### src/rtl/interact_ctrl_pkg.sv
// interact_ctrl_pkg: shared definitions for the tile-interaction initiator.
//   - FSM state encoding
//   - move direction codes
//   - result codes
//   - default map size and the limits used by the commit wrap check
// Tile ids are not defined here. They come from the existing resource parameters.
package interact_ctrl_pkg;

  localparam int MAP_W = 16;

  typedef enum logic [1:0] {
    ST_IDLE    = 2'd0,
    ST_READ    = 2'd1,
    ST_RESOLVE = 2'd2,
    ST_COMMIT  = 2'd3
  } state_t;

  typedef enum logic [1:0] {
    DIR_UP    = 2'd0,
    DIR_DOWN  = 2'd1,
    DIR_LEFT  = 2'd2,
    DIR_RIGHT = 2'd3
  } dir_t;

  typedef enum logic [1:0] {
    RES_MOVED   = 2'd0,
    RES_BLOCKED = 2'd1,
    RES_EDGE    = 2'd2,
    RES_CANCEL  = 2'd3
  } result_t;

  // A key count at KEY_MAX that the resolver returns as 0 has wrapped.
  localparam logic [3:0] KEY_MAX = 4'd15;

  // A health near the top that the resolver returns as tiny has wrapped upward.
  localparam logic [7:0] HEALTH_WRAP_HI = 8'd251;
  localparam logic [7:0] HEALTH_WRAP_LO = 8'd5;

endpackage

### src/rtl/interact_ctrl_move_target.sv
// interact_ctrl_move_target: combinational target-cell calculator.
// Ports:
//   x, y     in  current position
//   dir      in  move direction (up y-1, down y+1, left x-1, right x+1)
//   tx, ty   out target position (equals x, y when at_edge is set)
//   at_edge  out the move would leave the map
module interact_ctrl_move_target #(
  parameter int MAP_W = interact_ctrl_pkg::MAP_W
) (
  input  logic [3:0] x,
  input  logic [3:0] y,
  input  logic [1:0] dir,
  output logic [3:0] tx,
  output logic [3:0] ty,
  output logic       at_edge
);
  import interact_ctrl_pkg::*;

  localparam logic [3:0] LAST = 4'(MAP_W - 1);

  always_comb begin
    tx      = x;
    ty      = y;
    at_edge = 1'b0;
    case (dir_t'(dir))
      DIR_UP:    if (y == 4'd0) at_edge = 1'b1; else ty = y - 4'd1;
      DIR_DOWN:  if (y == LAST) at_edge = 1'b1; else ty = y + 4'd1;
      DIR_LEFT:  if (x == 4'd0) at_edge = 1'b1; else tx = x - 4'd1;
      DIR_RIGHT: if (x == LAST) at_edge = 1'b1; else tx = x + 4'd1;
      default:   at_edge = 1'b0;
    endcase
  end

endmodule

### src/rtl/interact_ctrl.sv
// interact_ctrl: sequential initiator for the tile-interaction resolver.
//
// A move is accepted in IDLE. The target cell is read from map RAM. Tile and
// player state are presented to the resolver, and its results are captured.
// Position, keys and health are then committed, and the replacement tile is
// written back.
//
// Ports:
//   clk, rst_n                  clock, asynchronous active-low reset
//   init, init_x/y/health       level-load strobe and start values (health 0 -> HEALTH_INIT)
//   move_valid, move_dir        move request, direction; move_ready high only in IDLE
//   map_addr, map_rd_data       map RAM read (data valid the cycle after the address)
//   map_we, map_wr_data         map RAM tile write-back
//   rs_*  (out)                 resolver inputs, live only in RESOLVE
//   rs_*  (in)                  resolver results
//   player_x/y, key_num, health committed player state
//   done, result                one-cycle completion pulse and result code
//                               (0 moved, 1 blocked, 2 edge, 3 cancelled)
//
// Optional: define STEP_COUNT_EN to add step_count[15:0]. It counts successful
// moves, saturates at 16'hFFFF, and clears on init.
module interact_ctrl #(
  parameter int         MAP_W       = interact_ctrl_pkg::MAP_W,
  parameter logic [7:0] HEALTH_INIT = 8'd10
) (
  input  logic        clk,
  input  logic        rst_n,
  input  logic        init,
  input  logic [3:0]  init_x,
  input  logic [3:0]  init_y,
  input  logic [7:0]  init_health,
  input  logic        move_valid,
  input  logic [1:0]  move_dir,
  output logic        move_ready,
  output logic [7:0]  map_addr,
  input  logic [15:0] map_rd_data,
  output logic        map_we,
  output logic [15:0] map_wr_data,
  output logic [15:0] rs_tile_id,
  output logic [3:0]  rs_pos_x,
  output logic [3:0]  rs_pos_y,
  output logic [3:0]  rs_player_x,
  output logic [3:0]  rs_player_y,
  output logic [3:0]  rs_key_num,
  output logic [7:0]  rs_health,
  input  logic [3:0]  rs_goto_x,
  input  logic [3:0]  rs_goto_y,
  input  logic [3:0]  rs_key_out,
  input  logic [7:0]  rs_health_out,
  input  logic [15:0] rs_new_tile,
  output logic [3:0]  player_x,
  output logic [3:0]  player_y,
  output logic [3:0]  key_num,
  output logic [7:0]  health,
`ifdef STEP_COUNT_EN
  output logic [15:0] step_count,
`endif
  output logic        done,
  output logic [1:0]  result
);
  import interact_ctrl_pkg::*;

  state_t      state_q, state_d;
  result_t     result_q, result_d;
  logic        done_d;
  logic        accept, capture, commit;
  logic        cancel, write_back;

  logic [3:0]  mt_x, mt_y;
  logic        mt_edge;
  logic [7:0]  tgt_addr;

  // Per-move data, meaningful only between accept and commit.
  logic [3:0]  tgt_x, tgt_y;
  logic        edge_q;
  logic [15:0] tile_q, new_tile_q;
  logic [3:0]  goto_x_q, goto_y_q, key_q;
  logic [7:0]  hp_q;

  interact_ctrl_move_target #(.MAP_W(MAP_W)) u_move_target (
    .x       (player_x),
    .y       (player_y),
    .dir     (move_dir),
    .tx      (mt_x),
    .ty      (mt_y),
    .at_edge (mt_edge)
  );

  assign tgt_addr   = 8'((32'(mt_y) * MAP_W) + 32'(mt_x));
  assign move_ready = (state_q == ST_IDLE);
  assign result     = result_q;

  // Cancel when the resolver's key count or health has wrapped.
  assign cancel     = ((key_num == KEY_MAX) && (key_q == 4'd0)) ||
                      ((health >= HEALTH_WRAP_HI) && (hp_q < HEALTH_WRAP_LO));
  assign write_back = (new_tile_q != tile_q);

  always_comb begin
    state_d  = state_q;
    result_d = result_q;
    done_d   = 1'b0;
    accept   = 1'b0;
    capture  = 1'b0;
    commit   = 1'b0;
    if (init) begin
      state_d = ST_IDLE;
    end else begin
      case (state_q)
        ST_IDLE: begin
          if (move_valid) begin
            accept  = 1'b1;
            state_d = mt_edge ? ST_COMMIT : ST_READ;
          end
        end
        ST_READ:    state_d = ST_RESOLVE;
        ST_RESOLVE: begin
          capture = 1'b1;
          state_d = ST_COMMIT;
        end
        ST_COMMIT: begin
          state_d = ST_IDLE;
          done_d  = 1'b1;
          if (edge_q)      result_d = RES_EDGE;
          else if (cancel) result_d = RES_CANCEL;
          else begin
            commit   = 1'b1;
            result_d = ((goto_x_q == player_x) && (goto_y_q == player_y)) ? RES_BLOCKED
                                                                          : RES_MOVED;
          end
        end
        default: state_d = ST_IDLE;
      endcase
    end
  end

  always_ff @(posedge clk or negedge rst_n) begin
    if (!rst_n) state_q <= ST_IDLE;
    else        state_q <= state_d;
  end

  always_ff @(posedge clk or negedge rst_n) begin
    if (!rst_n) begin
      player_x    <= 4'd0;
      player_y    <= 4'd0;
      key_num     <= 4'd0;
      health      <= HEALTH_INIT;
      done        <= 1'b0;
      result_q    <= RES_MOVED;
      map_we      <= 1'b0;
      map_addr    <= 8'd0;
      map_wr_data <= 16'd0;
    end else begin
      done     <= done_d;
      result_q <= result_d;
      map_we   <= commit && write_back;
      if (commit && write_back) map_wr_data <= new_tile_q;
      // The address stays on the target through commit, so the write-back reuses it.
      if (accept && !mt_edge)   map_addr    <= tgt_addr;
      if (init) begin
        player_x <= init_x;
        player_y <= init_y;
        key_num  <= 4'd0;
        health   <= (init_health == 8'd0) ? HEALTH_INIT : init_health;
      end else if (commit) begin
        player_x <= goto_x_q;
        player_y <= goto_y_q;
        key_num  <= key_q;
        health   <= hp_q;
      end
    end
  end

  // ---- accept / RESOLVE capture stage ----
  always_ff @(posedge clk) begin
    if (accept) begin
      tgt_x  <= mt_x;
      tgt_y  <= mt_y;
      edge_q <= mt_edge;
    end
    if (capture) begin
      tile_q     <= map_rd_data;
      new_tile_q <= rs_new_tile;
      goto_x_q   <= rs_goto_x;
      goto_y_q   <= rs_goto_y;
      key_q      <= rs_key_out;
      hp_q       <= rs_health_out;
    end
  end

  always_comb begin
    rs_player_x = player_x;
    rs_player_y = player_y;
    rs_key_num  = key_num;
    rs_health   = health;
    rs_tile_id  = 16'd0;
    rs_pos_x    = player_x;
    rs_pos_y    = player_y;
    if (state_q == ST_RESOLVE) begin
      rs_tile_id = map_rd_data;
      rs_pos_x   = tgt_x;
      rs_pos_y   = tgt_y;
    end
  end

`ifdef STEP_COUNT_EN
  always_ff @(posedge clk or negedge rst_n) begin
    if (!rst_n)    step_count <= 16'd0;
    else if (init) step_count <= 16'd0;
    else if (commit && (result_d == RES_MOVED) && (step_count != 16'hFFFF))
      step_count <= step_count + 16'd1;
  end
`endif

endmodule

### config.mk
export PLATFORM = sky130hd
export DESIGN_NAME = interact_ctrl
export DESIGN_NICKNAME = d
export VERILOG_FILES = /design/src/rtl/interact_ctrl_pkg.sv /design/src/rtl/interact_ctrl_move_target.sv /design/src/rtl/interact_ctrl.sv
export SDC_FILE = /design/constraint.sdc
export NUM_CORES = 1
export LEC_CHECK = 0
export ABC_AREA = 1
export CORE_MARGIN = 2
export CORE_UTILIZATION = 50
export CTS_CLUSTER_SIZE = 10
export DETAILED_ROUTE_END_ITERATION = 6
export GPL_TIMING_DRIVEN = 1
export PLACE_DENSITY = 0.85
export SETUP_SLACK_MARGIN = 0.3
export SLEW_MARGIN = 20
export SYNTH_ARGS = -nofsm -noshare
export SYNTH_HDL_FRONTEND = slang
export SYNTH_HIERARCHICAL = 1
export SYNTH_SLANG_ARGS = --single-unit
### constraint.sdc
create_clock -name clk -period 5.39 [get_ports clk]
set_input_delay 1.617 -clock clk [delete_from_list [all_inputs] [get_ports clk]]
set_output_delay 1.617 -clock clk [all_outputs]
set_load 0.03 [all_outputs]
# After elaboration in Yosys (flattened, before gate mapping)
# Cells that the tools add are included.
dict set report word_totals {
  register_bits 111
  inputBits 74
  output_inout_bits 93
  word_cells 96
}
dict set report classes {
  add_sub_neg 5
  magnitude_cmp 2
  eq_ne 13
  muxes 41
  bitwise 1
  n_reduce_logical 15
}
# operator n
set ops {}
lappend ops {{4-bit 2-to-1 mux} 12}
lappend ops {{8-bit 2-to-1 mux} 3}
lappend ops {{1-bit 2-to-1 mux} 16}
lappend ops {{16-bit 2-to-1 mux} 1}
lappend ops {{16-bit inequality test} 1}
lappend ops {{4-bit one-hot mux with 2 select lines} 2}
lappend ops {{4-bit equality test, second input constant} 3}
lappend ops {{4-bit logical NOT} 3}
lappend ops {{2-bit 2-to-1 mux} 5}
lappend ops {{4-bit by 1-bit adder with 4-bit output, second input constant} 2}
lappend ops {{8-bit by 4-bit adder with 8-bit output} 1}
lappend ops {{2-bit equality test, second input constant} 4}
lappend ops {{4-bit equality test} 2}
lappend ops {{8-bit greater-or-equal comparator, second input constant} 1}
lappend ops {{8-bit logical NOT} 1}
lappend ops {{8-bit by 3-bit < comparator with 1-bit output, second input constant} 1}
lappend ops {{2-bit one-hot mux with 4 select lines} 1}
lappend ops {{4-bit by 1-bit subtractor with 4-bit output, second input constant} 2}
lappend ops {{1-bit logical AND} 5}
lappend ops {{2-bit by 1-bit equality test with 1-bit output, second input constant} 2}
lappend ops {{2-bit logical NOT} 2}
lappend ops {{1-bit one-hot mux with 4 select lines} 1}
lappend ops {{3-bit inequality test, second input constant} 1}
lappend ops {{2-bit AND reduction} 1}
lappend ops {{other kinds (4)} 4}

# Logic depth before layout (Yosys ltp)
# Gate-level depths: netlist of the first run.
dict set report logic_depth {
  word_depth 9
  ltp_mapped 11
  mapped_depth_nobuf 10
}

# Hierarchy
# The synthesis of the first run kept the hierarchy.
# mod instances cells_each area_per_inst_um2 seq_area_each_um2
set by_module_without_submodules {}
lappend by_module_without_submodules {interact_ctrl 1 503 4977.3 3085.5}
lappend by_module_without_submodules {interact_ctrl_move_target 1 95 461.7 0.0}

# Worst setup path before layout of the first run
# OpenSTA, ideal clock, no wires.
dict set report synth_timing {
  path_type {input port to flip-flop}
  from {input init}
  to {register goto_x_q[0] (enable)}
  setup_ns 0.462
  arrival_time_ns 4.019
  required_ns 4.928
  setup_slack_ns 0.910
  cell_stages 2
  path_buffers 1
  cell_sequence {clkbuf_1 nor2_1}
}
dict set report synth_between {
  elab_chain_cells 1
}
# element line
set synth_rtl {}
lappend synth_rtl {{from (decl)} interact_ctrl.sv:28} ;# input logic init,
lappend synth_rtl {{1-bit 2-to-1 mux} interact_ctrl.sv:105} ;# if (init) begin
lappend synth_rtl {{net capture} interact_ctrl.sv:66} ;# logic accept, capture, commit;
lappend synth_rtl {{to (signal assigned)} interact_ctrl.sv:183} ;# goto_x_q <= rs_goto_x;
lappend synth_rtl {{to (decl)} interact_ctrl.sv:77} ;# logic [3:0] goto_x_q, goto_y_q, key_q;
# The timed path passes the listed nets, and every way through them passes these cells.
# A chain may end at the register's enable or synchronous reset.

# Worst setup path in the final report of the first run
dict set report layout_timing {
  from {input map_rd_data[8]}
  to {output rs_tile_id[8]}
}
dict set report layout_between {
  elab_chain_cells 1
}
# element line
set layout_rtl {}
lappend layout_rtl {{from (decl)} interact_ctrl.sv:36} ;# input logic [15:0] map_rd_data,
lappend layout_rtl {{16-bit 2-to-1 mux} interact_ctrl.sv:198} ;# if (state_q == ST_RESOLVE) begin
lappend layout_rtl {{to (decl)} interact_ctrl.sv:39} ;# output logic [15:0] rs_tile_id,
# No other way between the ends.

==> metrics.md, run 1 <==
| Metric | Value |
|---|---|
| CTS tree | `built` |
| Hold Slack | `~0.48 ns` |
| Share of cells above drive strength 1 | `7.99%` |
| First-pass GRT wire length | `21300 µm` |
| Vias per cell | `approximately 5.1` |
| Flops & latches, synth | `111` |
| Simple-gate share of the synthesized area | `26.7%` |
| Top cells by area, synth | `edfxtp_1, dfrtp_1, nand2_1` |
| CP Capture Type | `output pin` |
| Worst R2R End | `tile_q[0]$_DFFE_PP_` |
| Largest net degree at the start of global routing | `51` |
| DRT Wirelength | `13600 µm` |
| WS Path Type | `primary input to output pin` |
| Final HPWL DP | `9920 µm` |
| Multi-input logic area | `1820 µm²` |
| CP required | `3.77 ns` |
| H-tree lvl count | `3` |
| Largest family of logic cells by synthesized area | `simple AND/OR/NAND/NOR gates` |
| Sequential-to-total area share from yosys stat | `56.7%` |
| Yosys warnings | `6` |
| Hold Path Sink | `map_wr_data[0]$_DFFE_PN0P_` |
| RSZ-0062 raised after global routing | `no` |
| Drt drc | `0` |
| GRT overflow | `0` |
| Cells after synthesis | `598` |
| # hold bufs at CTS | `0` |
| Max FO, Critical Path | `2` |
| Setup TNS | `0 ns` |
| Post-synth ARST share | `45.0%` |
| Die area | `11700 µm²` |
| Routed Antenna Nets | `0` |
| Cell accounting for the most synthesized area | `edfxtp_1` |
| PostCTS Resize Cnt | `0` |
| Longest Clk Path Bufs | `2` |
| Post-synth EDFFs | `61` |
| Core footprint | `10700 µm²` |
| Main synth FF type | `edfxtp_1` |
| Initial detailed-routing violation count | `between 200 and 300` |
| Post-synth top area share | `33.7%` |
| Worst IR drop on VDD | `0.233 mV` |
| Min-delay src | `map_wr_data[0]$_DFFE_PN0P_` |
| Antenna violations before repair | `0` |
| Ant diodes | `0` |
| Leak | `3.29 nW` |
| Die width | `108 µm` |
| Worst skew pair latency | `0.36 ns` |
| Synth Cell Area | `5440 µm²` |
| Worst reg2reg setup slack | `2.66 ns` |
| Final Hold Viols | `0` |
| Worst slew margin | `36.2%` |
| Tmin final | `around 4.6 ns` |
| R2R cell count | `5` |
| Setup WS pre-CTS | `0.824 ns` |
| Worst Max-Slew Pin Slew | `around 0.95 ns` |
| Routed via count | `4520` |
| Area growth, synth to finish | `33.5%` |
| Number of global-route vias before repair | `4385` |
| Outcome | `finished, final reports clean` |
| IO buf count | `about 170` |
| Worst clock skew | `0.0131 ns` |
| Post-CTS setup buffer count | `0` |
| Overall Power | `0.00250 W` |
| Initial Utilization | `50.6%` |
| Number of CTS-inserted buffers | `9` |
| CTS root buf | `clkbuf_8` |
| WL/cell | `15.2 µm` |
| Max-cap viol count | `0` |
| Filler cells | `888` |
| # nets final | `approximately 830` |
| Synth Area in Adders | `1.61%` |
| Register area | `3090 µm²` |
| Tot GR Track Use | `a little under a quarter` |
| Io pins | `167` |
| Max-slew violations | `0` |
| Gp weighted congestion | `0.856` |
| Element type at the critical path start | `primary input` |
| Average cell area after synthesis | `9.10 µm²` |
| Count leader, synth | `nand2_1` |
| Hold depth | `2` |
| Final period util | `84.9%` |
| WP data arrival | `2.96 ns` |
| Pre-Repair DR Iteration Count | `5` |
| Setup violators final | `0` |
| Die Y-Extent | `108 µm` |
| R2R Path Start | `state_q[0]$_DFFE_PN0P_` |
| # rows | `38` |
| Number of clock sinks | `111` |
| Multiplexer share of the synthesized area | `1.66%` |
| Post-synthesis net count | `679` |
| Clock-pin slew on the worst setup and hold paths | `roughly 0.10 ns` |
| Power per cell area | `344 nW/µm²` |
| Hold/Removal Path Class | `flip-flop to flip-flop` |
| Post-route setup slack | `0.814 ns` |
| Fmax | `219 MHz` |
| Top cells by count, synth | `nand2_1, inv_1, nand3_1, edfxtp_1, nor2_1` |
| Unique masters post-synth | `32` |
| Complex-gate fraction of the synthesized area | `2.55%` |
| Synth Area in XOR/XNOR | `0.805%` |
[critical path, cell delays in order]
cell             delay, ns
clkdlybuf4s50_1       0.50
nand2_1               0.09
inv_1                 0.08
clkdlybuf4s50_1       0.66
[worst max path at each step]
stage / from / end / depth (start not counted)
final: map_rd_data[8] / rs_tile_id[8] / 4
after global routing: map_rd_data[8] / rs_tile_id[8] / 4
after CTS: map_rd_data[8] / rs_tile_id[8] / 4
after detailed placement: map_rd_data[7] / rs_tile_id[7] / 4
after global placement: map_rd_data[8] / rs_tile_id[8] / 4
after floorplan: init / goto_x_q[0]$_DFFE_PP_ / 2
[logic make-up after synthesis]
logic type / count (synthesis)
AO/OA/AOI/OAI: 26
XOR/XNOR: 5
adder cells (fa/ha/maj): 7
buffers and inverters: 115
flip-flops: 111
multiplexers: 8
AND/OR/NAND/NOR: 326
[power breakdown]
group / total (W) / switching [W] / internal, W / leakage [nW]
clock network: 0.000478 / 0.000264 / 0.000214 / 0.0880
logic: 0.000902 / 0.000528 / 0.000373 / 2.01
registers: 0.00112 / 0.0000898 / 0.00103 / 1.19
total: 0.00250 / 0.000882 / 0.00162 / 3.29
[per-layer routing]
layer  part of all wire, %  vias up  track usage [%]  wire length [µm]
li1                      -     2182                -                 -
met1                    40     2125             29.6              5380
met2                    51      192             41.8              7000
met3                   6.6       21             3.13               900
met4                   2.3        0             9.16               308
met5                     0        -                0                 0
[final cells by class]
| class | instances | area share (%) |
|---|---|---|
| clock buffers | 12 | 1.86 |
| clock inverters | 4 | 0.637 |
| inverters | 80 | 4.13 |
| multi-input cells | 372 | 25.0 |
| flip-flops and latches | 111 | 42.5 |
| well taps | 140 | 2.41 |
| repair buffers | 172 | 23.4 |
[registers in the layout (all words and copies together), names as in the netlist, 4 cells and up]
| name | cells |
|---|---|
| tgt_y | 4 |
| health | 8 |
| player_x | 4 |
| tgt_x | 4 |
| map_addr | 8 |
| hp_q | 8 |
| goto_x_q | 4 |
| tile_q | 16 |
| goto_y_q | 4 |
| map_wr_data | 16 |
| key_q | 4 |
| player_y | 4 |
| new_tile_q | 16 |
| key_num | 4 |
[layout by cell type (no fill, tap or decap), types with 2 or more instances in the layout]
cell type        count
inv_1               78
nand3_2              2
nor2_4               4
clkbuf_8             9
nand4_1              5
mux2_2               8
dfrtp_1             48
buf_4                6
edfxtp_1            61
o21ai_1              2
dfstp_2              2
o21ai_0             15
clkbuf_1             3
nand2_2             15
clkdlybuf4s50_1    165
ha_1                 7
nor2_1              51
a21oi_1              5
nand3_1             70
xor2_1               5
inv_2                2
or2_2                4
o211ai_1             2
nor3_1               2
nand2_1            169
[metrics by stage]
stage | instance area [µm²] | cells | utilization [%]
3_3_place_gp | 7080 | 875 | 65.9
5_1_grt | 7260 | 891 | 67.6
3_5_place_dp | 7080 | 875 | 65.9
4_1_cts | 7260 | 891 | 67.6
6_report | 7260 | 891 | 67.6
2_1_floorplan | 5440 | 598 | -
Note: power is estimated with default switching activity, not from simulation.
==> run 2, diff against run 1 <==
--- a/config.mk
+++ b/config.mk
@@ -7,11 +7,11 @@
 export LEC_CHECK = 0
 export ABC_AREA = 1
 export CORE_MARGIN = 2
-export CORE_UTILIZATION = 50
+export CORE_UTILIZATION = 47
 export CTS_CLUSTER_SIZE = 10
 export DETAILED_ROUTE_END_ITERATION = 6
 export GPL_TIMING_DRIVEN = 1
-export PLACE_DENSITY = 0.85
+export PLACE_DENSITY = 0.8
 export SETUP_SLACK_MARGIN = 0.3
 export SLEW_MARGIN = 20
 export SYNTH_ARGS = -nofsm -noshare
==> constraint.sdc (replaced) <==
create_clock -name clk -period 4.4 [get_ports clk]
set_input_delay 1.32 -clock clk [delete_from_list [all_inputs] [get_ports clk]]
set_output_delay 1.32 -clock clk [all_outputs]
set_load 0.03 [all_outputs]
==> run 2 against run 1 <==
- via count is 1.7% higher
- routed wire length is 5.5% higher
- clock power is 56% higher
- critical path depth stayed put
- clock-buffer cell count is 2 higher
- sequential share of layout area is 0.61 points lower
- register-to-register slack worse by 0.42 ns
- hold slack hardly changed
==> metrics.md, run 2 (synthesis results as in run 1) <==
| Metric | Value |
|---|---|
| CP Capture Type | `output pin` |
| Ordered list of cells on the worst path | `clkdlybuf4s50_1 > nand2_1 > inv_1 > clkdlybuf4s50_1` |
| Most frequent CP cell | `clkdlybuf4s50_1` |
| Pint | `0.00212 W` |
| Max incr delay on CP | `0.67 ns` |
| Die width | `112 µm` |
| Die area | `12400 µm²` |
| Core footprint | `~11000 µm²` |
| Clock power share | `23.0%` |
| Sw frac | `34.3%` |
| Combinational power share | `34.4%` |
| Post-CTS setup buffer count | `0` |
| Number of global-route vias before repair | `4812` |
| Leak | `3.34 nW` |
| Most frequent cells in the layout | `nand2_1, clkdlybuf4s50_1, inv_1` |
| Post-route setup slack | `0.462 ns` |
| Initial Utilization | `about 48%` |
| PostCTS Resize Cnt | `0` |
| IO buf count | `166` |
| Number of clock sinks | `between 100 and 150` |
| Share of cells above drive strength 1 | `under 10%` |
| Io pins | `roughly 170` |
| Final HPWL DP | `10400 µm` |
| Worst skew pair latency | `0.35 ns` |
| Crit path max-delay family | `buffers and inverters` |
| Setup violators final | `0` |
| Fmax | `254 MHz` |
| Routed via count | `4599` |
| Longest Clk Path Bufs | `2` |
| CTS tree | `built` |
| Tmin final | `3.94 ns` |
| Hold/Removal Path Class | `flip-flop to flip-flop` |
| WS Path Type | `primary input to output pin` |
| Worst slew margin | `60.2%` |
| CTS root buf | `clkbuf_16` |
| # hold bufs at CTS | `0` |
| Largest net degree at the start of global routing | `46` |
| NetSw | `~0.0011 W` |
| Filler cells | `924` |
| Worst Max-Slew Pin Slew | `0.596 ns` |
| Area growth, synth to finish | `35.5%` |
| Biggest regs | `map_wr_data: 16 flops, new_tile_q: 16 flops, tile_q: 16 flops` |
| Register share of total power | `42.6%` |
| Outcome | `finished, final reports clean` |
| Final Hold Viols | `0` |
| Power per cell area | `439 nW/µm²` |
| WL/cell | `roughly 16 µm` |
| H-tree lvl count | `3` |
| DRT Wirelength | `14300 µm` |
| Number of CTS-inserted buffers | `9` |
| Max-cap viol count | `0` |
| Register area | `slightly above 3000 µm²` |
| Die Y-Extent | `112 µm` |
| Worst clock skew | `0.00596 ns` |
| # rows | `39` |
| RSZ-0062 raised after global routing | `no` |
| WP data arrival | `2.62 ns` |
| Most common cell after layout, fill and taps aside | `nand2_1` |
| Vias per cell | `5.14` |
| Worst IR drop on VDD | `approximately 0.34 mV` |
| Multi-input logic area | `1820 µm²` |
| Antenna violations before repair | `0` |
| # nets final | `828` |
| Clock-pin slew on the worst setup and hold paths | `roughly 0.070 ns` |
| Worst path buffer plus inverter count | `3` |
| Routed Antenna Nets | `0` |
| Element type at the critical path start | `primary input` |
| Placed cells | `879` |
| Max FO, Critical Path | `2` |
| Ant diodes | `0` |
| Initial detailed-routing violation count | `355` |
| Pre-Repair DR Iteration Count | `6` |
| Final period util | `89.5%` |
| CP required | `just over 3 ns` |
| First-pass GRT wire length | `22900 µm` |
| CP max-delay cell | `clkdlybuf4s50_1` |
| GRT overflow | `0` |
| Layout Cells excl Fill | `895` |
| Drt drc | `0` |
| Setup TNS | `0 ns` |
| Max-slew violations | `0` |
| Gp weighted congestion | `0.870` |
| Tot GR Track Use | `23.2%` |
| Setup WS pre-CTS | `0.468 ns` |
## run 2: cell count changes in the layout (fill, tap and decap cells not counted), sizes merged
cell / before / now
clkinvlp: 1 / 0
buf: 7 / 8
bufinv: 1 / 0
clkbuf: 12 / 14
## run 2: path summary, 6_finish.rpt
| path | start | endpoint | slack [ns] | cells after the start |
|---|---|---|---|---|
| hold reg to reg | map_wr_data[15]$_DFFE_PN0P_ | map_wr_data[15]$_DFFE_PN0P_ | 0.48 | 2 |
| setup reg to reg | player_x[1]$_DFFE_PN0P_ | map_addr[1]$_DFFE_PN0P_ | 2.24 | 7 |
| max in group asynchronous | rst_n | map_addr[4]$_DFFE_PN0P_ | 2.62 | 2 |
| setup / recovery | map_rd_data[10] | rs_tile_id[10] | 0.46 | 4 |
| min in group asynchronous | rst_n | map_wr_data[11]$_DFFE_PN0P_ | 0.97 | 1 |
| hold / removal | map_wr_data[15]$_DFFE_PN0P_ | map_wr_data[15]$_DFFE_PN0P_ | 0.48 | 2 |
## run 2: power by group through the flow
| stage | Clock [W] | Combinational (W) | Sequential [W] |
|---|---|---|---|
| 6_report | 0.000745 | 0.00111 | 0.00138 |
| 5_1_grt | 0.000805 | 0.00118 | 0.00139 |
| 4_1_cts | 0.000761 | 0.00112 | 0.00138 |
| 3_5_place_dp | 0 | 0.00111 | 0.00140 |
| 3_3_place_gp | 0 | 0.00108 | 0.00139 |
| 2_1_floorplan | 0 | 0.000434 | 0.00158 |
## run 2: cell type report
class,count,area share (%)
well taps,143,2.43
clock buffers,14,3.45
multi-input cells,372,24.7
repair buffers,173,23.4
flip-flops and latches,111,41.9
clock inverters,2,0.119
inverters,80,4.08
## run 2: worst register-to-register path: cells and delay by family, from the launching register on
family	cells	cell delay, ns
flip-flops	1	0.53
adder cells (fa/ha/maj)	1	0.30
multiplexers	1	0.38
AND/OR/NAND/NOR	5	0.83
## run 2: routing by layer
layer	routed length, µm	global-route usage [%]
met1	5650	26.5
met2	7350	41.6
met3	1000	5.82
met4	332	9.88
met5	0	0
## run 2: metrics by stage
stage / hold WS (ns) / area [µm²] / power [W] / utilization, %
floorplan: 0.452 / 5440 / 0.00202 / -
detailed placement: 0.465 / 7110 / 0.00251 / 62.5
global route: 0.496 / 7370 / 0.00338 / 64.8
global placement: 0.454 / 7110 / 0.00247 / 62.5
CTS: 0.483 / 7370 / 0.00326 / 64.8
finish: 0.479 / 7370 / 0.00323 / 64.8
